### config.mk
export PLATFORM = sky130hd
export DESIGN_NAME = seq_ctrl_fsm
export DESIGN_NICKNAME = d
export VERILOG_FILES = /design/src/rtl/seq_ctrl_fsm.sv
export SDC_FILE = /design/constraint.sdc
export NUM_CORES = 1
export LEC_CHECK = 0
export BUFFER_PORTS_ARGS = -buffer_cell sky130_fd_sc_hd__buf_2
export CAP_MARGIN = 15
export CORE_MARGIN = 2
export CORE_UTILIZATION = 45
export DETAILED_ROUTE_END_ITERATION = 8
export PLACE_DENSITY = 0.81
export SYNTH_ARGS = -nofsm -noshare
export SYNTH_HDL_FRONTEND = slang
export SYNTH_SLANG_ARGS = --single-unit
export TNS_END_PERCENT = 1
### constraint.sdc
create_clock -name CLK -period 6.55 [get_ports CLK]
set_input_delay 1.31 -clock CLK [delete_from_list [all_inputs] [get_ports CLK]]
set_output_delay 1.31 -clock CLK [all_outputs]
set_load 0.005 [all_outputs]
### src/rtl/seq_ctrl_fsm.sv
// Self-sequencing FETCH/DECODE/EXECUTE/UPDATE controller.
// Latches IR fields, inserts RAM wait states, supports halt and stall.
module seq_ctrl_fsm #(
  parameter int ADDR_W   = 7,
  parameter int REG_BASE = 64,
  parameter int RAM_WAIT = 0
) (
  input  logic              CLK,
  input  logic              RESET,
  input  logic              RUN,
  input  logic [3:0]        OPCODE,
  input  logic [ADDR_W-1:0] ADDR,
  input  logic              I_FLAG,
  input  logic [3:0]        ALU_FLAGS,
  output logic              IR_EN,
  output logic              A_EN,
  output logic              B_EN,
  output logic              PDR_EN,
  output logic              PORT_EN,
  output logic              PORT_RD,
  output logic              PC_EN,
  output logic              PC_LOAD,
  output logic              ALU_EN,
  output logic              ALU_OE,
  output logic              RAM_OE,
  output logic              RDR_EN,
  output logic              RAM_CS,
  output logic [1:0]        PHASE,
  output logic              HALTED,
  output logic              ILLEGAL
);

  typedef enum logic [2:0] {
    S_FETCH,
    S_DECODE,
    S_EXEC,
    S_UPDATE,
    S_HALT
  } state_e;

  typedef enum logic [1:0] {
    C_NOP,
    C_ALU,
    C_LOAD,
    C_STORE
  } cls_e;

  localparam logic [2:0] WAIT_LAST = 3'(RAM_WAIT);
  localparam logic [ADDR_W:0] RB_LO =
    (ADDR_W+1)'(REG_BASE);
  localparam logic [ADDR_W:0] RB_HI =
    (ADDR_W+1)'(REG_BASE + 3);

  state_e            state_q, state_d;
  logic [2:0]        cnt_q, cnt_d;
  cls_e              cls_q, cls_d;
  logic [ADDR_W-1:0] addr_q, addr_d;
  logic              imm_q, imm_d;
  logic              take_q, take_d;

  cls_e              cls_dec;
  logic              take_dec;

  logic [ADDR_W:0]   addr_x;
  logic              in_regs;
  logic              below_rb;
  logic              is_port;
  logic [1:0]        reg_off;
  logic              wait_last;
  logic              exec_wait;
  logic              ld_fire;

  assign addr_x    = {1'b0, addr_q};
  assign in_regs   = (addr_x >= RB_LO) &&
                     (addr_x <= RB_HI);
  assign below_rb  = addr_x < RB_LO;
  assign is_port   = addr_x == RB_HI;
  assign reg_off   = addr_q[1:0] - RB_LO[1:0];
  assign wait_last = cnt_q == WAIT_LAST;
  assign ld_fire   = imm_q | wait_last;

  // Only RAM-touching executes (direct load, RAM store) wait.
  assign exec_wait =
    ((cls_q == C_LOAD) && in_regs && !imm_q) ||
    ((cls_q == C_STORE) && below_rb);

  // Classify the raw opcode and resolve the branch condition.
  always_comb begin
    cls_dec = C_NOP;
    unique case (1'b1)
      (OPCODE == 4'd0): cls_dec = C_LOAD;
      (OPCODE == 4'd1): cls_dec = C_STORE;
      ((OPCODE >= 4'd2) &&
       (OPCODE <= 4'd7)): cls_dec = C_ALU;
      default: cls_dec = C_NOP;
    endcase
    take_dec =
      (OPCODE == 4'd8) ||
      ((OPCODE == 4'd9)  && ALU_FLAGS[1]) ||
      ((OPCODE == 4'd10) && ALU_FLAGS[2]) ||
      ((OPCODE == 4'd11) && ALU_FLAGS[3]) ||
      ((OPCODE == 4'd12) && ALU_FLAGS[0]);
  end

  // State, wait counter and latched fields; reset is synchronous.
  always_ff @(posedge CLK) begin
    if (RESET) begin
      state_q <= S_FETCH;
      cnt_q   <= '0;
      cls_q   <= C_NOP;
      addr_q  <= '0;
      imm_q   <= 1'b0;
      take_q  <= 1'b0;
    end else begin
      state_q <= state_d;
      cnt_q   <= cnt_d;
      cls_q   <= cls_d;
      addr_q  <= addr_d;
      imm_q   <= imm_d;
      take_q  <= take_d;
    end
  end

  // Next state: everything holds while RUN is low.
  always_comb begin
    state_d = state_q;
    cnt_d   = cnt_q;
    cls_d   = cls_q;
    addr_d  = addr_q;
    imm_d   = imm_q;
    take_d  = take_q;
    if (RUN) begin
      unique case (state_q)
        S_FETCH: begin
          if (wait_last) begin
            cnt_d   = '0;
            state_d = S_DECODE;
          end else begin
            cnt_d = cnt_q + 3'd1;
          end
        end
        S_DECODE: begin
          cls_d   = cls_dec;
          addr_d  = ADDR;
          imm_d   = I_FLAG;
          take_d  = take_dec;
          state_d = (OPCODE == 4'd15) ?
                    S_HALT : S_EXEC;
        end
        S_EXEC: begin
          if (exec_wait && !wait_last) begin
            cnt_d = cnt_q + 3'd1;
          end else begin
            cnt_d   = '0;
            state_d = S_UPDATE;
          end
        end
        S_UPDATE: state_d = S_FETCH;
        S_HALT:   state_d = S_HALT;
        default:  state_d = S_FETCH;
      endcase
    end
  end

  // Control word: decode of state and latches, idle while stalled.
  always_comb begin
    IR_EN   = 1'b0;
    A_EN    = 1'b0;
    B_EN    = 1'b0;
    PDR_EN  = 1'b0;
    PORT_EN = 1'b0;
    PORT_RD = 1'b0;
    PC_EN   = 1'b0;
    PC_LOAD = 1'b0;
    ALU_EN  = 1'b0;
    ALU_OE  = 1'b0;
    RAM_OE  = 1'b0;
    RDR_EN  = 1'b0;
    RAM_CS  = 1'b1;
    ILLEGAL = 1'b0;
    HALTED  = state_q == S_HALT;
    PHASE   = 2'd0;
    unique case (state_q)
      S_DECODE: PHASE = 2'd1;
      S_EXEC:   PHASE = 2'd2;
      S_UPDATE: PHASE = 2'd3;
      default:  PHASE = 2'd0;
    endcase
    if (RUN) begin
      unique case (state_q)
        S_FETCH: begin
          RAM_OE = 1'b1;
          RAM_CS = 1'b0;
          IR_EN  = wait_last;
        end
        S_EXEC: begin
          unique case (cls_q)
            C_ALU: ALU_EN = 1'b1;
            C_LOAD: begin
              if (!in_regs) begin
                ILLEGAL = 1'b1;
              end else begin
                if (!imm_q) begin
                  RAM_OE = 1'b1;
                  RDR_EN = 1'b1;
                  RAM_CS = 1'b0;
                end
                unique case (reg_off)
                  2'd0: A_EN    = ld_fire;
                  2'd1: B_EN    = ld_fire;
                  2'd2: PDR_EN  = ld_fire;
                  default: PORT_EN = ld_fire;
                endcase
              end
            end
            C_STORE: begin
              if (below_rb) begin
                ALU_OE = 1'b1;
                RAM_CS = 1'b0;
              end else if (is_port) begin
                PORT_RD = 1'b1;
              end else begin
                ILLEGAL = 1'b1;
              end
            end
            default: ;
          endcase
        end
        S_UPDATE: begin
          PC_EN   = 1'b1;
          PC_LOAD = take_q;
        end
        default: ;
      endcase
    end
  end

endmodule

Word-level counts from Yosys, hierarchy flattened
Index checks and enable logic that the tools add are counted.
{"block": "word_totals", "reg_bits": 17, "inputBits": 19, "output_inout_bits": 17, "elab_cells": 124}
{"block": "classes", "add_sub_neg": 1, "magnitude_cmp": 5, "n_eq_ne": 19, "n_mux": 66, "n_bitwise": 1, "n_reduce_logical": 26}
{"op": "$mux W1", "n": 53}
{"op": "$eq A4 B4 Y1 const B", "n": 6}
{"op": "$mux W3", "n": 5}
{"op": "$pmux W2 S3", "n": 2}
{"op": "$pmux W3 S4", "n": 1}
{"op": "$logic_and A1 B1 Y1", "n": 10}
{"op": "$pmux W1 S2", "n": 4}
{"op": "$eq A7 B7 Y1 const B", "n": 1}
{"op": "$ge A7 B7 Y1 const B", "n": 1}
{"op": "$le A7 B7 Y1 const B", "n": 1}
{"op": "$lt A7 B7 Y1 const B", "n": 1}
{"op": "$eq A2 B2 Y1 const B", "n": 3}
{"op": "$eq A3 B2 Y1 const B", "n": 2}
{"op": "$logic_not A3 Y1", "n": 2}
{"op": "$pmux W3 S2", "n": 1}
{"op": "$logic_or A1 B1 Y1", "n": 5}
{"op": "$eq A2 B1 Y1 const B", "n": 2}
{"op": "$eq A4 B1 Y1 const B", "n": 1}
{"op": "$ge A4 B2 Y1 const B", "n": 1}
{"op": "$le A4 B3 Y1 const B", "n": 1}
{"op": "$logic_not A4 Y1", "n": 1}
{"op": "$ne A2 B2 Y1 const B", "n": 2}
{"op": "$reduce_and A2 Y1", "n": 2}
{"op": "$add A3 B1 Y3 const B", "n": 1}
{"op": "8 further kinds", "n": 9}

Logic depth before layout (Yosys ltp)
Gate-level depths: netlist (run 1).
{"block": "depth", "ltp_word": 8, "mapped_depth": 6, "mapped_depth_nobuf": 6}

Least setup slack after synthesis (run 1)
Ideal clock, no wire load.
{"block": "synth_timing", "path_kind": "input to output", "from": "in RUN", "to": "out PDR_EN", "arrival_time_ns": 2.529, "required_time_ns": 5.240, "path_slack_ns": 2.711, "cell_stages": 4, "n_path_buf": 0, "cell_sequence": "nor3b_2 > nand3_1 > or4_4 > nor3b_1"}
{"block": "synth_via", "elab_chain_cells": 1}
{"element": "start, declared", "line_no": "10", "source": "input logic RUN,"}
{"element": "$mux W1", "line_no": "189", "source": "if (RUN) begin"}
{"element": "end, declared", "line_no": "18", "source": "output logic PDR_EN,"}
No other way between the ends.

Worst setup path in the final report (run 1)
Same ends and word-level chain as after synthesis.

==> metrics.txt, run 1 <==
status=finished, final reports clean; # resized after CTS=0; R2R Setup Slk=4870 ps; MaxCap Viol Count=0; all-layer global routing usage=16.97%; sequential area share after synthesis=34.65%; number of synthesized flops with an enable pin=0; CTS Buf Count=3; fraction of registers with async set/reset=0%; critical path arrival=2960 ps; clock root buffer=clkbuf_4; cell with the largest stage delay on the worst path=or4_4; Reg clk slew, reported paths=roughly 100 ps; overall power=roughly 200 uW; Power Density=168.8 nW/um^2; Worst R2R Path Depth=4; die area=around 2600 um^2; leading cell type in the layout, fill and taps excluded=buf_2; commonest non-fill, non-tap cells in the layout=buf_2 (35), nand2_1 (19), dfxtp_1 (17); PortBufs=35; Synth cell types=34; crit-path max FO=7; slew at the pin closest to its max-slew limit=slightly below 600 ps; post-DP HPWL=between 1.5 and 2 mm; setup repair bufs after CTS=0; routed vias=996; initial antenna violation count=0; Synth Register Bits=17; layout cells sized above 1=26.54%; Finish-stage setup viols=0; crit path cell chain=buf_2 > nor3b_2 > nand3_1 > or4_4 > nor3b_1 > buf_2; crit path kind=in2out; GPL Wtd Cong=0.7775; area leader, netlist=dfxtp_1; 1st-pass router iterations=4; worst hold start=addr_q[3]; Vias/cell=roughly 5.3; WL final=2.110 mm; Layout Utilization=59.75%; critical path startpoint category=primary input; Setup crit end kind=primary output; worst rel slew slack=61.04%; Setup TNS Final=0 ps; Yosys warning count=0; CP startpoint=RUN; I/O pins=36; Fin. Hold Viols=0; first-pass GRT wire length=3.394 mm; Fill cells=203; period utilization=65.17%; CTS Sinks=17; largest net degree at the start of global routing=23; Clock Latency Late Sink=280 ps; area grow syn2layout=21.78%; Hold WC Path Type=reg2reg; GRT overflow=0; Post-Syn Nets=150; TritonCTS clock tree=built; mean area per synthesized cell=7.614 um^2; initial DRC count=18; min Tclk post-route=4269 ps; drt wl/cell=11.16 um; Die Y=50.72 um; multi-input logic area=596.8 um^2; Longest Clk Path Bufs=2; unrepaired setup endpoints after global routing=false; Worst Path Required=5240 ps; Crit path top cell by count=buf_2; die width=50.72 um; Synth top area share=34.65%; clock skew=roughly 1.8 ps; max-slew violation count=0; FMAX=between 200 and 250 MHz; # DRC=0; core box area=2002 um^2; reg-to-reg critical path startpoint=state_q[1]; H-tree depth=1; Synth Flop Type=dfxtp_1; hold path cells=2; ANT cells=0; Layout Nets=184; Initial Utilization=about half; vias in the first global route=~810; LEAKAGE=0.0005092 uW; register area=340.3 um^2; Antenna Nets Post-Route=0; top cells by area, synth=dfxtp_1 (35%), nand2_1 (7.3%), a21oi_1 (7.1%), nor3b_1 (4.6%), nor2_1 (4.2%); Site Rows=16; worst hold slack=463.1 ps; peak supply drop=around 0.082 mV; CP max stage delay=550 ps; hold-fix buffers at CTS=0; cell count after synthesis=129; mapped cell area=982.2 um^2
[critical path, delay by kind of cell]
kind | cells | cell delay, ps
buf+inv | 2 | 280
simple gates | 4 | 1370
[through the flow]
step	instances	setup slack [ps]	instance area [um^2]
after CTS	189	2303	1196
after detailed placement	185	2297	1169
after global routing	189	2119	1196
after floorplan	129	2711	982.2
after global placement	185	2392	1169
final	189	2281	1196
[worst paths after layout]
path                                  end
worst max-delay path               PDR_EN
worst min-delay path            addr_q[3]
worst max register to register   cls_q[1]
worst min register to register  addr_q[3]
[power breakdown]
| group | total, uW | internal [uW] | switching, uW | leakage, uW |
|---|---|---|---|---|
| registers | 112 | 107 | 5.23 | 0.000138 |
| clock network | 54.7 | 22.6 | 32.0 | 0.0000177 |
| logic | 35.0 | 16.7 | 18.3 | 0.000354 |
| total | 202 | 146 | 55.5 | 0.000509 |
[cells in the mapped netlist (all sizes together) (2+ instances only)]
library cell   n
a21o           2
a21oi         14
clkbuf         6
dfxtp         17
ha             2
inv            6
mux2i          2
nand2         19
nand2b         5
nand3          2
nand3b         3
nand4          2
nor2          11
nor2b          5
nor3           5
nor3b          7
nor4           2
o21ai          2
o22ai          2
or4            3
[state kept, by name, indices dropped and copies added (netlist names)]
signal,cells
addr_q,7
cls_q,2
state_q,3
imm_q,1
cnt_q,3
take_q,1
[cell families (layout without fill, tap and decap cells)]
| kind of cell | count (synthesis) | count (layout) | share of synthesized area, % |
|---|---|---|---|
| adders and majority gates | 2 | 2 | 2.547 |
| DFF | 17 | 17 | 34.65 |
| AOI/OAI and AO/OA | 25 | 25 | 14.91 |
| and+or+nand+nor | 71 | 71 | 41.27 |
| muxes | 2 | 2 | 2.038 |
| buffers and inverters | 12 | 45 | 4.586 |
[layer usage]
layer | routed length [um] | vias to the layer above | global-route usage [%] | part of all wire (%)
met1 | 944 | 440 | 20.84 | 45
met2 | 1015 | 32 | 29.61 | 48
met4 | 19 | 0 | 5.405 | 0.90
li1 | - | 522 | - | -
met5 | 0 | - | 0 | 0
met3 | 130 | 2 | 3.274 | 6.2
[cell type report]
type	instances	area share, %
Clock buffer	3	1.883
Clock inverter	1	0.4184
Sequential cell	17	28.45
Multi-Input combinational cell	100	49.90
Inverter	6	1.883
Timing Repair Buffer	35	14.64
Tap cell	27	2.824
Power figures use the tool's default switching activity.
==> inputs of run 2 (changes only) <==
--- a/config.mk
+++ b/config.mk
@@ -5,10 +5,11 @@
 export SDC_FILE = /design/constraint.sdc
 export NUM_CORES = 1
 export LEC_CHECK = 0
+export ABC_AREA = 1
 export BUFFER_PORTS_ARGS = -buffer_cell sky130_fd_sc_hd__buf_2
 export CAP_MARGIN = 15
 export CORE_MARGIN = 2
-export CORE_UTILIZATION = 45
+export CORE_UTILIZATION = 44
 export DETAILED_ROUTE_END_ITERATION = 8
 export PLACE_DENSITY = 0.81
 export SYNTH_ARGS = -nofsm -noshare
==> constraint.sdc (replaced) <==
create_clock -name CLK -period 3.7 [get_ports CLK]
set_input_delay 0.74 -clock CLK [delete_from_list [all_inputs] [get_ports CLK]]
set_output_delay 0.74 -clock CLK [all_outputs]
set_load 0.005 [all_outputs]
==> run 2 against run 1 <==
Net effect: flip-flop and latch count unchanged; cell area up 7.3%; utilization down 2.8 points; area after synthesis up 8.8%; die area up 10%; sequential power up 79%; highest routed layer unchanged.
==> metrics.txt, run 2 <==
sequential area share after synthesis=31.85%; drt wl/cell=11.12 um; placed instance area=1256 um^2; sequential share of power=52.1%; # resized after CTS=0; Layout Nets=approximately 210; clock skew=4.936 ps; all-layer global routing usage=19.62%; top cells by area, synth=dfxtp_1 (32%), nand2_1 (8.8%), nor2_1 (7.7%), a21oi_1 (7.5%), inv_1 (6.0%); MaxCap Viol Count=0; largest net degree at the start of global routing=17; Synth Register Bits=17; Place WS=roughly 1200 ps; Synth cell types=30; Worst R2R Path Depth=8; Largest regs=addr_q: 7 flops, cnt_q: 3 flops, state_q: 3 flops; mapped cell area=1069 um^2; Setup TNS Final=0 ps; Biggest register=addr_q; max-slew violation count=0; WL final=2.446 mm; Largest register FFs=7; core box area=2255 um^2; Worst Path Required=2960 ps; leading cell type in the layout, fill and taps excluded=buf_2; 1st-pass router iterations=4; setup repair bufs after CTS=0; FMAX=394.1 MHz; Synth top area share=31.85%; Die Y=53.28 um; multi-input logic area=a little over 600 um^2; Switch Pwr=121.9 uW; most common cell in the netlist=nand2_1; Vias/cell=about 5; vias in the first global route=roughly 1000; Finish-stage setup viols=0; commonest non-fill, non-tap cells in the layout=buf_2 (35), nand2_1 (25), nor2_1 (22); final instance area=1284 um^2; CTS Buf Count=3; Reg clk slew, reported paths=100 ps; CP endpoint=PORT_RD; die area=about 2800 um^2; Yosys warning count=0; register area=340.3 um^2; Final WS setup=between 1000 and 1500 ps; initial DRC count=19; critical path arrival=1800 ps; area leader, netlist=dfxtp_1; Post-synth top cells=nand2_1 (25), nor2_1 (22), dfxtp_1 (17), inv_1 (17), a21oi_1 (16); Power Density=roughly 300 nW/um^2; ANT cells=0; Sw Ratio=a little under a third; I/O pins=36; Site Rows=17; crit path cell chain=buf_2 > inv_2 > nor2_2 > inv_2 > nor2_2 > nand2_1 > nor3_1 > buf_2; LEAKAGE=0.0006114 uW; slew at the pin closest to its max-slew limit=roughly 340 ps; Comb pwr share=20.0%; CP max stage delay=180 ps; H-tree depth=1; GRT overflow=0; Antenna Nets Post-Route=0; mean area per synthesized cell=slightly below 7 um^2; RR Endpoint=state_q[1]; crit-path max FO=9; area grow syn2layout=20.14%; Fill cells=235; fraction of registers with async set/reset=0%; GPL Wtd Cong=0.7763; reg-to-reg critical path startpoint=cnt_q[0]; R2R Setup Slk=2370 ps; worst rel slew slack=77.35%; Layout Utilization=56.94%; Post-Syn Nets=177; clock root buffer=clkbuf_4; cell count after synthesis=156; post-DP HPWL=slightly below 2 mm; CTS Sinks=17; Clock Power Share=between 20% and 30%; status=finished, final reports clean; Clock Latency Late Sink=310 ps; Hold WC Path Type=reg2reg; # DRC=0; min Tclk post-route=approximately 2500 ps; initial antenna violation count=0; critical path startpoint category=primary input; die width=around 53 um; Internal=about 260 uW; Longest Clk Path Bufs=2; unrepaired setup endpoints after global routing=false; crit path kind=in2out; hold-fix buffers at CTS=0; Synth Flop Type=dfxtp_1; cell with the largest stage delay on the worst path=nor2_2; CP startpoint=RUN; PortBufs=35; period utilization=about two thirds; number of synthesized flops with an enable pin=0; TritonCTS clock tree=built; peak supply drop=0.2521 mV; Setup crit end kind=primary output; layout cells sized above 1=31.77%; routed vias=1102; first-pass GRT wire length=4.146 mm; Initial Utilization=47.39%; Fin. Hold Viols=0
run 2: cell types whose count changed after synthesis, sizes merged, moves of 3 or more:
cell    delta
o21ai     +10
nor3b      -5
clkbuf     -5
nand3b     -3
nor2b      -5
nand2      +9
nor2      +18
nand2b     -5
or4        -3
a21oi      +3
nand3      +7
inv       +18
run 2: worst min path at each step:
stage / start / to / slack, ps / cells after the start
2_1_floorplan: addr_q[2] / addr_q[2] / 430 / 2
3_3_place_gp: addr_q[5] / addr_q[5] / 440 / 2
3_5_place_dp: addr_q[2] / addr_q[2] / 450 / 2
4_1_cts: addr_q[2] / addr_q[2] / 460 / 2
5_1_grt: addr_q[5] / addr_q[5] / 500 / 2
6_report: addr_q[2] / addr_q[2] / 460 / 2
run 2: layout make-up:
class / count / area share, %
multi-input combinational: 112 / 47.76
sequential: 17 / 26.51
timing repair buffer: 35 / 13.65
inverter: 24 / 7.212
tap: 28 / 2.729
clock buffer: 3 / 1.754
clock inverter: 1 / 0.3899
run 2: through the flow:
stage | power (uW) | hold slack [ps] | cells
2_1_floorplan | 255.7 | 429.3 | 156
3_3_place_gp | 277.9 | 439.7 | 216
3_5_place_dp | 281.0 | 446.1 | 216
4_1_cts | 385.8 | 462.6 | 220
5_1_grt | 408.5 | 501.4 | 220
6_report | 384.0 | 461.9 | 220
run 2: per-layer routing:
layer  vias up  share of wire (%)  GRT usage, %
li1        581                  -             -
met5         -                  0             0
met1       487                 42         22.53
met3         4                5.2         5.367
met4         0                1.1         3.846
met2        30                 51         35.80
run 2: power groups by stage:
| stage | sequential, uW | clock, uW | combinational, uW |
|---|---|---|---|
| after floorplan | 202 | 0 | 53.4 |
| after global placement | 204 | 0 | 74.3 |
| after detailed placement | 204 | 0 | 76.5 |
| after CTS | 200 | 109 | 77.0 |
| after global routing | 201 | 119 | 88.4 |
| final | 200 | 107 | 76.7 |
run 2: critical path, delay by kind of cell:
kind	cells	cell delay, ps
AND/OR/NAND/NOR	4	540
buffers and inverters	4	510
run 2: cell families (layout without fill, tap and decap cells):
family	after synthesis	after routing	share of synthesized area, %
buffers and inverters	27	63	10.77
xor gates and xnor gates	1	1	0.8198
DFF	17	17	31.85
and+or+nand+nor	78	78	38.99
AOI/OAI and AO/OA	31	31	15.22
adders and majority gates	2	2	2.342
==> inputs of run 3 (changes only) <==
--- a/config.mk
+++ b/config.mk
@@ -5,11 +5,11 @@
 export SDC_FILE = /design/constraint.sdc
 export NUM_CORES = 1
 export LEC_CHECK = 0
-export ABC_AREA = 1
+export ABC_AREA = 0
 export BUFFER_PORTS_ARGS = -buffer_cell sky130_fd_sc_hd__buf_2
 export CAP_MARGIN = 15
 export CORE_MARGIN = 2
-export CORE_UTILIZATION = 44
+export CORE_UTILIZATION = 43
 export DETAILED_ROUTE_END_ITERATION = 8
 export PLACE_DENSITY = 0.81
 export SYNTH_ARGS = -nofsm -noshare
==> constraint.sdc (replaced) <==
create_clock -name CLK -period 2.1 [get_ports CLK]
set_input_delay 0.42 -clock CLK [delete_from_list [all_inputs] [get_ports CLK]]
set_output_delay 0.42 -clock CLK [all_outputs]
set_load 0.005 [all_outputs]
==> run 3 against run 2 <==
Net effect: the run now ends with negative setup slack left; die area shrank 5.5%; clock-buffer cell count is the same; utilization grew 3.8 points; cell area grew 3.6%; total power grew 72%; global-route usage grew 0.41 points; wire length shrank 3.3%; setup slack lost 1600 ps; largest power group unchanged; highest routed layer unchanged.
==> metrics.txt, run 3 (synthesized netlist as in run 1, its figures left out) <==
hold-fix buffers at CTS=0; Largest regs=addr_q: 7 flops, cnt_q: 3 flops, state_q: 3 flops; Clock Latency Late Sink=300 ps; core box area=2191 um^2; Layout Nets=197; leading cell type in the layout, fill and taps excluded=buf_2; failing checks=negative setup slack; critical path arrival=2110 ps; Power Density=495.2 nW/um^2; LEAKAGE=0.0005778 uW; WL final=2.365 mm; Worst R2R Path Depth=5; worst rel slew slack=between 70 and 80%; clock skew=5.064 ps; Biggest register=addr_q; crit-path max FO=4; first-pass GRT wire length=4.105 mm; TritonCTS clock tree=built; Antenna Nets Post-Route=0; CTS Buf Count=3; Vias/cell=5.350; Initial Utilization=44.83%; min Tclk post-route=2532 ps; initial antenna violation count=0; reg-to-reg critical path startpoint=addr_q[4]; Finished Layout Cells=roughly 200; largest net degree at the start of global routing=23; GRT overflow=0; placed instance area=1282 um^2; crit path kind=reg2out; peak supply drop=0.2912 mV; final instance area=1330 um^2; CP max stage delay=between 400 and 500 ps; Setup crit end kind=primary output; PortBufs=35; worst hold start=ADDR[0]; period utilization=120.6%; setup repair bufs after CTS=0; routed vias=1086; Final WS setup=-432.1 ps; cell family with most CP delay=simple AND/OR/NAND/NOR gates; post-DP HPWL=roughly 1.9 mm; commonest non-fill, non-tap cells in the layout=buf_2 (35), nand2_1 (19), dfxtp_1 (16); H-tree depth=1; critical path startpoint category=register; GPL Wtd Cong=roughly 0.77; initial DRC count=19; clock root buffer=clkbuf_4; max-slew violation count=0; Reg clk slew, reported paths=100 ps; Die Y=slightly above 50 um; WP buf/inv=1; WP depth=5; vias in the first global route=1014; die width=51.79 um; Placed Cells=199; crit path cell chain=or3b_4 > or3_4 > or4_4 > nor3b_2 > buf_2; Site Rows=17; CP startpoint=addr_q[2]; drt wl/cell=11.65 um; # DRC=0; Largest register FFs=7; layout cells sized above 1=36.57%; Finish-stage setup viols=6; unrepaired setup endpoints after global routing=true; hold path cells=3; ANT cells=0; overall power=658.7 uW; Fin. Hold Viols=0; Fill cells=210; CTS Sinks=17; 1st-pass router iterations=4; Worst Path Required=1680 ps; status=complete, but fails checks; area grow syn2layout=35.41%; MaxCap Viol Count=0; I/O pins=36; Setup TNS Final=-1882 ps; die area=2682 um^2; Hold WC Path Type=in2reg; all-layer global routing usage=around a fifth; cell with the largest stage delay on the worst path=or4_4; slew at the pin closest to its max-slew limit=344.8 ps; FMAX=394.9 MHz; Longest Clk Path Bufs=2
run 3: per-stage QoR:
| stage | utilization [%] | setup slack (ps) | hold WS, ps |
|---|---|---|---|
| 3_3_place_gp | 58.54 | -80.68 | 448.6 |
| 4_1_cts | 60.02 | -462.0 | 347.1 |
| 3_5_place_dp | 58.54 | -137.3 | 460.1 |
| 2_1_floorplan | - | -9.345 | 436.4 |
| 6_report | 60.71 | -432.1 | 348.4 |
| 5_1_grt | 60.71 | -520.5 | 368.3 |
run 3: final timing paths:
check	slack, ps	endpoint
min reg2reg	470	addr_q[3]
min	350	addr_q[0]
max reg2reg	530	state_q[0]
max	-430	B_EN
run 3: layout make-up:
type	count	area, um^2	area share, %
Clock buffer	3	22.52	1.693
Sequential cell	17	341.6	25.68
Inverter	6	22.52	1.693
Multi-Input combinational cell	100	630.6	47.41
Timing Repair Buffer	48	272.8	20.51
Tap cell	28	35.03	2.634
Clock inverter	1	5.005	0.3763
run 3: repair_timing:
action                                  4_1_cts  5_1_grt
hold endpoints to repair                      0        0
pin swaps                                     0        1
endpoints found under the setup margin        8        8
resized for setup                             2        3
run 3: power breakdown:
part | switching (uW) | total [uW] | internal (uW)
registers | 8.21 | 342 | 334
logic | 69.5 | 139 | 69.4
clock network | 107 | 178 | 71.0
total | 184 | 659 | 474
run 3: worst register-to-register path, cell delays in order, from the launching register on:
cell and delay (ps):
dfxtp_1 350, or4_4 540, o211ai_1 210, buf_4 160
nand2_1 60, a21o_1 160
run 3: routing by layer:
| metal | global-route usage [%] | part of all wire, % | wire length [um] |
|---|---|---|---|
| met1 | 22.64 | 42 | 993 |
| met5 | 0 | 0 | 0 |
| met4 | 9.211 | 1.9 | 46 |
| met2 | 37.18 | 50 | 1176 |
| met3 | 2.299 | 6.3 | 148 |
